### src/rtl/pc_sequencer_pkg.sv
// pc_sequencer_pkg: shared fetch FSM states, redirect event priorities and address constants.
package pc_sequencer_pkg;
  typedef enum logic [1:0] {BOOT, REQ, STALL, TRAP} state_e;
  typedef enum logic [2:0] {EVT_NONE, EVT_BR, EVT_JMP, EVT_ERET, EVT_EXC} evt_e;
  localparam logic [31:0] INSTR_BYTES = 32'd4;
  localparam logic [31:0] RESET_PC = 32'h0000_0000;
  localparam logic [31:0] EXC_VECTOR = 32'h0000_0080;
endpackage

### src/rtl/pc_sequencer_event_prio.sv
// pc_event_prio: picks the highest-priority incoming redirect and its word-aligned target.
module pc_event_prio
  import pc_sequencer_pkg::*;
(
  input  logic        exc_i,
  input  logic        eret_i,
  input  logic        jmp_i,
  input  logic        br_i,
  input  logic [31:0] br_target_i,
  input  logic [31:0] jmp_target_i,
  input  logic [31:0] epc_i,
  output evt_e        evt_o,
  output logic [31:0] target_o
);
  always_comb begin
    evt_o = exc_i ? EVT_EXC : eret_i ? EVT_ERET : jmp_i ? EVT_JMP : br_i ? EVT_BR : EVT_NONE;
    target_o = exc_i ? EXC_VECTOR : eret_i ? epc_i :
               jmp_i ? {jmp_target_i[31:2], 2'b00} : {br_target_i[31:2], 2'b00};
  end
endmodule

### src/rtl/pc_sequencer.sv
// pc_sequencer: owns the PC, drives the imem request handshake and buffers redirects until a handshake.
module pc_sequencer
  import pc_sequencer_pkg::*;
(
  input  logic        clk,
  input  logic        rst,
  input  logic        stall_i,
  input  logic        br_taken_i,
  input  logic [31:0] br_target_i,
  input  logic        jmp_i,
  input  logic [31:0] jmp_target_i,
  input  logic        exc_i,
  input  logic        eret_i,
  input  logic        imem_ready_i,
  output logic        imem_req_o,
  output logic [31:0] imem_addr_o,
  output logic [31:0] pc_o,
  output logic        fetch_valid_o,
  output logic [31:0] epc_o
);
  state_e state, state_nxt;
  evt_e in_evt, pend_evt, evt;
  logic [31:0] pc, epc, in_tgt, pend_tgt, tgt;
  logic hs, active;

  pc_event_prio u_prio (
    .exc_i(exc_i), .eret_i(eret_i), .jmp_i(jmp_i), .br_i(br_taken_i),
    .br_target_i(br_target_i), .jmp_target_i(jmp_target_i), .epc_i(epc),
    .evt_o(in_evt), .target_o(in_tgt)
  );

  // An incoming event replaces the pending one on equal or higher priority.
  always_comb begin
    evt = (in_evt >= pend_evt) ? in_evt : pend_evt;
    tgt = (in_evt >= pend_evt) ? in_tgt : pend_tgt;
    hs = (state == REQ) && imem_ready_i;
    active = (state == REQ) || (state == STALL);
    state_nxt = (state == BOOT || state == TRAP) ? REQ :
                (state == REQ && !imem_ready_i) ? REQ :
                (((state == REQ) ? evt : in_evt) == EVT_EXC) ? TRAP :
                stall_i ? STALL : REQ;
  end

  always_ff @(posedge clk or posedge rst)
    if (rst) state <= BOOT;
    else state <= state_nxt;

  always_ff @(posedge clk or posedge rst) begin
    if (rst) begin
      pc <= RESET_PC;
      epc <= '0;
      pend_evt <= EVT_NONE;
      pend_tgt <= '0;
    end else begin
      if (active && in_evt == EVT_EXC) epc <= pc;
      if (hs) begin
        pc <= (evt == EVT_NONE) ? pc + INSTR_BYTES : tgt;
        pend_evt <= EVT_NONE;
      end else if (state == REQ) begin
        pend_evt <= evt;
        pend_tgt <= tgt;
      end else if (state == STALL && in_evt != EVT_NONE) begin
        pc <= in_tgt;
      end
    end
  end

  assign imem_req_o = (state == REQ);
  assign imem_addr_o = pc;
  assign pc_o = pc;
  assign epc_o = epc;
  assign fetch_valid_o = hs && (evt == EVT_NONE);
endmodule

### config.mk
export PLATFORM = sky130hd
export DESIGN_NAME = pc_sequencer
export DESIGN_NICKNAME = d
export VERILOG_FILES = /design/src/rtl/pc_sequencer_pkg.sv /design/src/rtl/pc_sequencer_event_prio.sv /design/src/rtl/pc_sequencer.sv
export SDC_FILE = /design/constraint.sdc
export NUM_CORES = 1
export LEC_CHECK = 0
export CAP_MARGIN = 40
export CORE_MARGIN = 2
export CORE_UTILIZATION = 30
export DETAILED_ROUTE_END_ITERATION = 8
export GPL_TIMING_DRIVEN = 0
export SLEW_MARGIN = 10
export SYNTH_ARGS = -nofsm -noshare
export SYNTH_HDL_FRONTEND = slang
export SYNTH_SLANG_ARGS = --single-unit
### constraint.sdc
create_clock -name clk -period 6.55 [get_ports clk]
set_input_delay 0.655 -clock clk [delete_from_list [all_inputs] [get_ports clk]]
set_output_delay 0.655 -clock clk [all_outputs]
set_load 0.01 [all_outputs]
==> flow_summary.json <==
{
  "status": "finished, final reports clean",
  "antenna_found_initial": 0,
  "grt_max_degree": 57,
  "synth.top_cell.area_share_pct": 39.8,
  "yosysUniqueCellTypes": 62,
  "avgSynthCellArea_sq_um": 8.83,
  "worst_setup_path_start_kind": "input port",
  "cts_root_buffer": "clkbuf_16",
  "yosysTopAreaCell": "dfrtp_1",
  "setup_violations": 0,
  "io_buffer_count": 164,
  "totalWireLength_microns": 24400,
  "ys_seq_elements": 101,
  "clock_skew_ns": 0.00689,
  "drv_cap": 0,
  "cts.sinks": 101,
  "placed_area_sq_um": 8420,
  "drive_gt1_share_pct": 14.7,
  "period_needed_ns": 6.39,
  "grt_pass1_wl_microns": 36500,
  "wl_per_cell_microns": 20.7,
  "diodes": 0,
  "synthesis.area_sq_um": 6350,
  "initial_core_util_pct": 30.4,
  "power_mw": 3.78,
  "power-per-cell-area_nw_per_um2": 432,
  "worst_pin_slew_ns": 0.921,
  "hold_ws_ns": 0.487,
  "syn_nets": 797,
  "drc_errors": 0,
  "clk_latency_ns": 0.36,
  "post_cts_buffers": 0,
  "crit_type": "in2out",
  "hp-class": "reg2reg",
  "critPathTopFamily": "buffers and inverters",
  "fp.coreArea_sq_um": 20900,
  "vias": 6407,
  "first_global_vias": 6086,
  "core.rowCount": 53,
  "detail-route-antenna-nets": 0,
  "rsz0062_at_grt": "no",
  "viasPerCell": 5.43,
  "synth-edff-count": 0,
  "async_reset_ff_share_pct": 100,
  "clk_pin_slew_worst_paths_ns": 0.07,
  "crit_slowest_cell": "mux2i_2",
  "critical_path_arrival_ns": 5.73,
  "drtIter0Drc": 576,
  "worst-path-buf-inv": 7,
  "dp_hpwl_microns": 17700,
  "critPathMaxStageDelay_ns": 0.61,
  "fin_nets": 978,
  "cts_buffer_depth": 2,
  "die_w_microns": 149,
  "cts_made_buffers": 9,
  "cts_tree": "built",
  "io_pins": 170,
  "grt_remaining_overflow": 0,
  "slew_violations": 0,
  "synth_flop_cell": "dfrtp_1",
  "crit_path_max_fanout": 10,
  "syn_to_final_growth_pct": 37.9,
  "slew_headroom_pct": 38.6,
  "setup_tns_ns": 0,
  "synthCells": 719,
  "worstPathCellList": "clkdlybuf4s50_1 -> clkbuf_1 -> clkbuf_1 -> buf_2 -> o21ai_0 -> ha_1 -> nand2b_1 -> a21oi_2 -> mux2i_2 -> inv_1 -> buf_1 -> clkdlybuf4s50_1",
  "hold_viol": 0,
  "gp_congestion": 0.935,
  "max_freq_mhz": 157,
  "first_pass_iters": 5,
  "leakagePower_nw": 3.55,
  "yosysSeqAreaShare_pct": 39.8,
  "endpoint_kind": "output pin",
  "fin_crit_sh_pct": 97.5,
  "vdd_drop_max_v": 0.000185,
  "yosysWarnings": 0,
  "utilization_pct": 41.9,
  "die_area_sq_um": 22300,
  "cts-htree-levels": 3,
  "synthTopCellsByArea": "dfrtp_1 40%, mux2_2 9.8%, nand2_1 5.7%",
  "fin_area_sq_um": 8760,
  "die_h_microns": 149,
  "required_ns": 5.89,
  "grt.total_usage_pct": 21.7
}
-- synth_stat cells (3+ instances only) --
library cell / count
dfrtp_1: 101
nand2_1: 97
a21oi_1: 59
mux2_2: 55
o21ai_0: 51
nor2_1: 43
clkbuf_1: 36
buf_4: 32
mux2i_1: 19
inv_1: 17
nand3_1: 16
nor3_1: 14
o211ai_1: 14
a211oi_1: 13
buf_2: 11
nand2b_1: 8
a31oi_1: 7
nand4_1: 7
a22oi_1: 6
a2bb2oi_1: 6
buf_1: 6
ha_1: 6
o21a_1: 6
nor2b_1: 5
nor4_1: 5
o22ai_1: 5
o31ai_1: 5
a221oi_1: 4
a311oi_1: 4
and2_1: 4
o22a_1: 4
a41oi_1: 3
and3_1: 3
and4_1: 3
o221ai_1: 3
o32ai_1: 3
-- worst reg2reg max path, cell delays in order (launching register included) --
cell,delay [ns]
dfrtp_1,0.41
inv_1,0.06
ha_1,0.28
and2_1,0.20
a21oi_2,0.49
mux2i_2,0.61
inv_1,0.28
buf_1,0.40
a311oi_1,0.44
-- cell families after synthesis --
logic type / share of synthesized area [%]
AOI/OAI and AO/OA: 21.9
and+or+nand+nor: 15.6
buffers and inverters: 8.20
DFF: 39.8
muxes: 12.7
adders and majority gates: 1.18
xor gates and xnor gates: 0.552
-- layout by cell type, fill, tap and decap left out, drive strengths merged, types with 19 or more instances in the layout --
master         instances
nand2                 97
clkdlybuf4s50        164
buf                   55
dfrtp                101
clkbuf                46
a21oi                 60
nor2                  43
mux2i                 19
o21ai                 53
mux2                  55
-- routing by layer --
metal  vias to the layer above  GRT usage (%)  share of wire, %
met5                         -              0                 0
met4                         0           6.86               1.8
met3                        30           3.69               8.3
met2                       334           34.7                46
met1                      3105           30.1                44
li1                       2938              -                 -
-- what timing repair did --
item / CTS / global route
resized for setup: 3 / 0
hold buffers: 0 / 0
setup endpoints to repair: 1 / 0
-- sequential cells by signal (all words and copies together) (netlist names) --
register,cells
pend_tgt,32
pend_evt,3
imem_addr_o,32
state,2
epc_o,32
-- through the flow --
step	setup slack, ns	instances
after floorplan	2.55	719
after global placement	-0.562	1158
after detailed placement	-0.623	1163
after CTS	0.157	1179
after global routing	0.00715	1180
final	0.165	1180
-- worst paths after layout --
| check | start | end | slack [ns] | cells past startpoint |
|---|---|---|---|---|
| setup reg to reg | pend_evt[1] | imem_addr_o[26] | 3.26 | 8 |
| max in group asynchronous | rst | imem_addr_o[30] | 5.18 | 3 |
| hold / removal | pend_tgt[25] | pend_tgt[25] | 0.49 | 2 |
| hold reg to reg | pend_tgt[25] | pend_tgt[25] | 0.49 | 2 |
| min in group asynchronous | rst | epc_o[1] | 0.71 | 2 |
| setup / recovery | eret_i | fetch_valid_o | 0.16 | 12 |
-- where the power goes --
part	internal, mW	switching (mW)	leakage, nW
clock network	0.336	0.258	0.153
registers	0.877	0.276	1.29
logic	1.02	1.02	2.11
total	2.23	1.55	3.55
-- final cells by class --
type,count,area [sq um]
inverters,18,72.6
well taps,275,344
plain buffers,85,454
fillers,2094,12100
multi-input cells,515,3320
repair buffers,170,1730
clock inverters,6,86.3
flip-flops and latches,101,2530
clock buffers,10,229
No activity file was read; power rests on OpenSTA's default activity.
